--- src/rtl/lcd_line_packer_pkg.sv ---
// Shared defaults and state encoding for the LCD line packer.
// The defaults match the SPI screen driver's line format.
package lcd_line_packer_pkg;

  localparam int LINE_BITS_D       = 256;
  localparam int BYTE_W_D          = 8;
  localparam int LINES_PER_FRAME_D = 8;

  typedef enum logic {
    ST_FILL = 1'b0,
    ST_FULL = 1'b1
  } pack_state_e;

  // Counter width that stays legal (>= 1 bit) for degenerate sizes.
  function automatic int cnt_w(input int n);
    return (n > 1) ? $clog2(n) : 1;
  endfunction

endpackage

--- src/rtl/lcd_line_packer_line_reg.sv ---
// Output slot: holds the line currently offered to the screen.
// Held stable until the screen takes it; a load in the same cycle
// as a consume replaces the line with no gap in bufferDA.
module lcd_line_packer_line_reg #(
  parameter int LINE_BITS = 256,
  parameter int IDX_W     = 3
) (
  input  logic                 clk,
  input  logic                 reset,
  input  logic                 load,
  input  logic [LINE_BITS-1:0] line_in,
  input  logic [IDX_W-1:0]     idx_in,
  input  logic                 rtr,
  output logic [LINE_BITS-1:0] buffer,
  output logic                 buffer_da,
  output logic [IDX_W-1:0]     line_idx
);

  // Load a new line, or drop valid once the screen has taken the current one.
  always_ff @(posedge clk) begin
    if (reset) begin
      buffer    <= '0;
      buffer_da <= 1'b0;
      line_idx  <= '0;
    end else if (load) begin
      buffer    <= line_in;
      buffer_da <= 1'b1;
      line_idx  <= idx_in;
    end else if (buffer_da && rtr) begin
      buffer_da <= 1'b0;
    end
  end

endmodule

--- src/rtl/lcd_line_packer.sv ---
// Packs a byte stream MSB-first into display lines and hands each
// completed line to the screen through a double-buffered output slot.
// An accepted start-of-frame byte restarts the line and the line index.
module lcd_line_packer
  import lcd_line_packer_pkg::*;
#(
  parameter int LINE_BITS       = LINE_BITS_D,
  parameter int BYTE_W          = BYTE_W_D,
  parameter int LINES_PER_FRAME = LINES_PER_FRAME_D
) (
  input  logic                                  clk,
  input  logic                                  reset,
  input  logic [BYTE_W-1:0]                     in_data,
  input  logic                                  in_valid,
  input  logic                                  in_sof,
  output logic                                  in_ready,
  output logic [LINE_BITS-1:0]                  buffer,
  output logic                                  bufferDA,
  input  logic                                  bufferRtR,
  output logic [cnt_w(LINES_PER_FRAME)-1:0]     line_idx,
  output logic                                  sof_drop
);

  localparam int N     = LINE_BITS / BYTE_W;
  localparam int CNT_W = cnt_w(N);
  localparam int IDX_W = cnt_w(LINES_PER_FRAME);
  localparam logic [CNT_W-1:0] LAST_BYTE = CNT_W'(N - 1);
  localparam logic [IDX_W-1:0] LAST_LINE = IDX_W'(LINES_PER_FRAME - 1);

  pack_state_e                  state;
  logic                         ready_q;
  logic [CNT_W-1:0]             count;
  logic [IDX_W-1:0]             wr_line;
  // Lane N-1 is the top byte of the line, i.e. byte 0 of the stream.
  logic [N-1:0][BYTE_W-1:0]     asm_q;
  logic                         accept;
  logic                         sof_acc;
  logic [CNT_W-1:0]             wr_ptr;
  logic                         load;

  // Ready is held low for the whole reset cycle, then follows the FSM.
  assign in_ready = ready_q & ~reset;
  assign accept   = in_valid & in_ready;
  assign sof_acc  = accept & in_sof;
  assign wr_ptr   = sof_acc ? '0 : count;
  assign load     = (state == ST_FULL) && (!bufferDA || bufferRtR);

  // Assembly register: write the accepted byte into its lane.
  always_ff @(posedge clk) begin
    if (reset) begin
      asm_q <= '0;
    end else begin
      for (int k = 0; k < N; k++) begin
        if (accept && wr_ptr == CNT_W'(k)) asm_q[N-1-k] <= in_data;
      end
    end
  end

  // Assembly FSM: byte counting, frame resync and hand-off to the slot.
  always_ff @(posedge clk) begin
    if (reset) begin
      state    <= ST_FILL;
      ready_q  <= 1'b1;
      count    <= '0;
      wr_line  <= '0;
      sof_drop <= 1'b0;
    end else begin
      sof_drop <= 1'b0;
      case (state)
        ST_FILL: begin
          if (sof_acc) begin
            count    <= CNT_W'(1);
            wr_line  <= '0;
            sof_drop <= (count != '0);
          end else if (accept) begin
            if (count == LAST_BYTE) begin
              count   <= '0;
              state   <= ST_FULL;
              ready_q <= 1'b0;
            end else begin
              count <= count + CNT_W'(1);
            end
          end
        end
        ST_FULL: begin
          if (load) begin
            state   <= ST_FILL;
            ready_q <= 1'b1;
            wr_line <= (wr_line == LAST_LINE) ? '0 : wr_line + IDX_W'(1);
          end
        end
        default: state <= ST_FILL;
      endcase
    end
  end

  lcd_line_packer_line_reg #(
    .LINE_BITS (LINE_BITS),
    .IDX_W     (IDX_W)
  ) u_line_reg (
    .clk       (clk),
    .reset     (reset),
    .load      (load),
    .line_in   (asm_q),
    .idx_in    (wr_line),
    .rtr       (bufferRtR),
    .buffer    (buffer),
    .buffer_da (bufferDA),
    .line_idx  (line_idx)
  );

endmodule

--- config.mk ---
export PLATFORM = sky130hd
export DESIGN_NAME = lcd_line_packer
export DESIGN_NICKNAME = d
export VERILOG_FILES = /design/src/rtl/lcd_line_packer_pkg.sv /design/src/rtl/lcd_line_packer_line_reg.sv /design/src/rtl/lcd_line_packer.sv
export SDC_FILE = /design/constraint.sdc
export NUM_CORES = 1
export LEC_CHECK = 0
export CAP_MARGIN = 15
export CORE_AREA = 2 2 212 214
export DETAILED_ROUTE_END_ITERATION = 12
export DIE_AREA = 0 0 214 216
export GPL_TIMING_DRIVEN = 0
export PLACE_DENSITY = 0.65
export REMOVE_ABC_BUFFERS = 1
export SLEW_MARGIN = 20
export SYNTH_ARGS = -nofsm -noshare
export SYNTH_HDL_FRONTEND = slang
export SYNTH_SLANG_ARGS = --single-unit
--- constraint.sdc ---
create_clock -name clk -period 2.9 [get_ports clk]
set_clock_uncertainty 0.1 [all_clocks]
set_input_delay 0.58 -clock clk [delete_from_list [all_inputs] [get_ports clk]]
set_output_delay 0.58 -clock clk [all_outputs]
set_load 0.02 [all_outputs]
==> out/qor.txt <==
Ant diodes - 0
Fillers - 4026
Crit-path cells - buf_8, buf_16, nor2b_1, clkdlybuf4s50_1
Worst EP arrival - 2.10 ns
Initial DRT Pass Iterations - 5
Switching Share - 0.215
Later-pin clock latency in the skew report - 0.60 ns
Number of library cell types mapped by synthesis - 42
Reg clk slew, reported paths - 0.06 ns
Final Instance Area - 0.0239 mm2
Starting Density - 0.428
Layer with the highest usage - met2
Switching power - 3.11 mW
Synth Instances - 2121
Async SR Flop Fraction - 0
CTS tree - built
Clock network power share - 0.475
Die area - 0.0462 mm2
Hold Crit Depth - 2
Post-Synth Adder-Cell Area - 0.00267
Predominant post-synthesis flop cell - dfxtp_1
CP max stage delay - 0.60 ns
Combinational share of power - 0.023
Post-Route WL - 49.5 mm
Post-synthesis compound-gate area fraction - 0.108
Max-capacitance violation count - 0
Initial antenna violation count - 1
WL/cell - 16.9 um
Reg2reg end - asm_q[181]
Min-delay worst type - in -> reg
Number of global-route vias before repair - 14200
HP Start - reset
Final nets - 2321
Largest family of logic cells by synthesized area - simple AND/OR/NAND/NOR gates
Multi-input gate area in the final layout - 0.00754 mm2
Mean Syn Cell Area - 8.85 um2
Cell area after synthesis - 0.0188 mm2
Kind of critical path - in -> out
P_leak - 8.16 nW
P_int - 11.3 mW
CP Launch Type - primary input
Syn-to-layout area delta - 27.2%
XOR/XNOR Fraction of Synth Area - 0.000467
RSZ-0062 raised after global routing - false
CP Data Required Time - 2.22 ns
Seq/Total Area, Yosys - 0.562
Pwr/cell area - 606 mW/mm2
Met3 usage - 0.0685
Placed Cells - 2829
Simple-gate share of the synthesized area - 0.199
I/O Buffers - 274
Status - finished clean
Largest net degree at the start of global routing - 136
Met2 usage - 0.333
Worst-Margin Slew - 1.12 ns
DRC viols - 0
Worst R2R Start - count[0]
Clock sinks - 527
Post-synthesis mux area share - 0.0896
First-pass GRT wire length - 77.9 mm
Reg2reg path depth - 4
RePlAce Congestion - 0.771
Fmax - 0.359 GHz
Clk root buf - clkbuf_16
Yosys warnings - 0
Top Family by Delay on Critical Path - buffers and inverters
Global route total overflow - 0
DP Area - 0.0219 mm2
Final setup viols - 0
Synthesis-stage register bit count - 527
EDFF count, synth - 0
Initial DRC Count - 935
Period utilization - 0.960
FF/Latch Area - 0.0106 mm2
Final Total Pwr - 14.5 mW
I/O pins - 275
Stages on the worst setup path - 4
Die Height - 216 um
Ratio of cells with drive above 1 in the final layout - 0.0679
# hold bufs at CTS - 0
Detail Placement HPWL - 31.0 mm
Relative slew slack - 0.253
Cell row count - 77
Period minus WS final - 2.78 ns
Htree depth - 2
Num CTS Buffers - 53
Via count - 14800
Worst reg-to-reg setup slack - 0.39 ns
Maximum root-to-sink buffer count - 3
Vias per cell - 5.03
ANT nets after route - 0
Min-Delay Endpoint - asm_q[100]
Chip width - 214 um
Endpoint class of the critical path - output pin
Max IR drop VDD - 500 uV
Core area - 0.0438 mm2
Post-route non-filler standard cell count - 2935
GRT Util Overall - 0.209
WP buf/inv - 3
GR Util met1 - 0.276
Crit-path max FO - 99
Hold Vio Cnt, Final - 0
Final Max Tran Viols - 0
Hold Worst Slack - 0.280 ns
Crit-path slowest cell - clkdlybuf4s50_1
Seq pwr share - 0.502
kinds of logic (layout without fill, tap and decap cells):
kind of cell	count (synthesis)	after routing
simple gates	858	858
flops	527	527
compound gates	386	386
buf+inv	177	399
mux	168	168
fa+ha+maj	4	4
xor+xnor	1	1
Yosys cell counts, types with 2 or more instances:
cell type  instances  area share
nor3_1             6      0.0016
nand4bb_1          2      0.0012
a21oi_1          281       0.075
a211o_1            6      0.0028
and3_1             3      0.0010
or4b_4             2      0.0015
clkbuf_1         139       0.028
nor4_4            14       0.016
nand2_1          579        0.12
mux2i_1          168       0.090
nor2b_1            4      0.0013
buf_6              5      0.0030
buf_2              8      0.0021
nand3_1           82       0.022
buf_1             21      0.0042
ha_1               4      0.0027
o21ai_0           64       0.017
o31ai_1            2     0.00080
or2_2              2     0.00067
dfxtp_1          527        0.56
nand4b_1           4      0.0019
a31o_2            13      0.0061
nor2_1           141       0.028
inv_1              4     0.00080
nand2b_1           6      0.0020
o21ai_1           16      0.0043
nand3b_1           3      0.0012
power groups by stage:
stage	clock network [mW]	logic [mW]	registers, mW
after floorplan	0	0.0876	7.42
after global placement	0	0.309	7.42
after detailed placement	0	0.333	7.42
after CTS	7.03	0.334	7.26
after global routing	7.32	0.359	7.25
final	6.87	0.335	7.26
cell usage in the layout (no fill, tap or decap), types with 16 or more instances in the layout:
cell             instances
nand3_1                 82
o21ai_0                 64
clkdlybuf4s50_1        267
dfxtp_1                527
o21ai_1                 16
mux2i_1                168
a21oi_1                279
nand2_1                577
clkbuf_16               53
nor2_1                 141
area by class of cell:
| cell class | instances | share of cell area |
|---|---|---|
| inverter | 4 | 0.000838 |
| sequential | 527 | 0.442 |
| tap | 592 | 0.0310 |
| multi-input combinational | 1417 | 0.316 |
| timing repair buffer | 301 | 0.137 |
| clock buffer | 76 | 0.0642 |
| clock inverter | 18 | 0.00959 |
sequential cells by signal, indices dropped and copies added (netlist names):
signal,flops
count,5
u_line_reg.buffer_da,1
state,1
ready_q,1
asm_q,256
u_line_reg.buffer,256
u_line_reg.line_idx,3
wr_line,3
sof_drop,1
metrics by stage:
step | utilization | setup TNS, ns | setup WS, ns
6_report | 0.545 | 0 | 0.117
2_1_floorplan | - | -796.21 | -2.68
3_3_place_gp | 0.492 | -6532.02 | -21.68
4_1_cts | 0.543 | 0 | 0.0211
3_5_place_dp | 0.500 | -108.81 | -0.985
5_1_grt | 0.545 | 0 | 0.0496
per-layer routing:
metal  up-vias  routed length, um
met2       350              22600
met3        60               3810
met1      6938              22400
li1       7401                  -
met4         2                712
met5         -                 11
repair_timing:
item                                    CTS  global route
endpoints found under the setup margin   59            57
buffers inserted                          7             5
cloned                                    0             0
gates resized for setup                   1             3
pin swaps                                 7             2
worst max path at each step:
stage,slack [ns],start,endpoint
after global routing,0.05,reset,in_ready
after global placement,-21.68,reset,asm_q[160]
after CTS,0.02,reset,asm_q[12]
after detailed placement,-0.99,reset,asm_q[192]
final,0.12,reset,in_ready
after floorplan,-2.68,bufferRtR,wr_line[1]
Power figures use the tool's default switching activity.
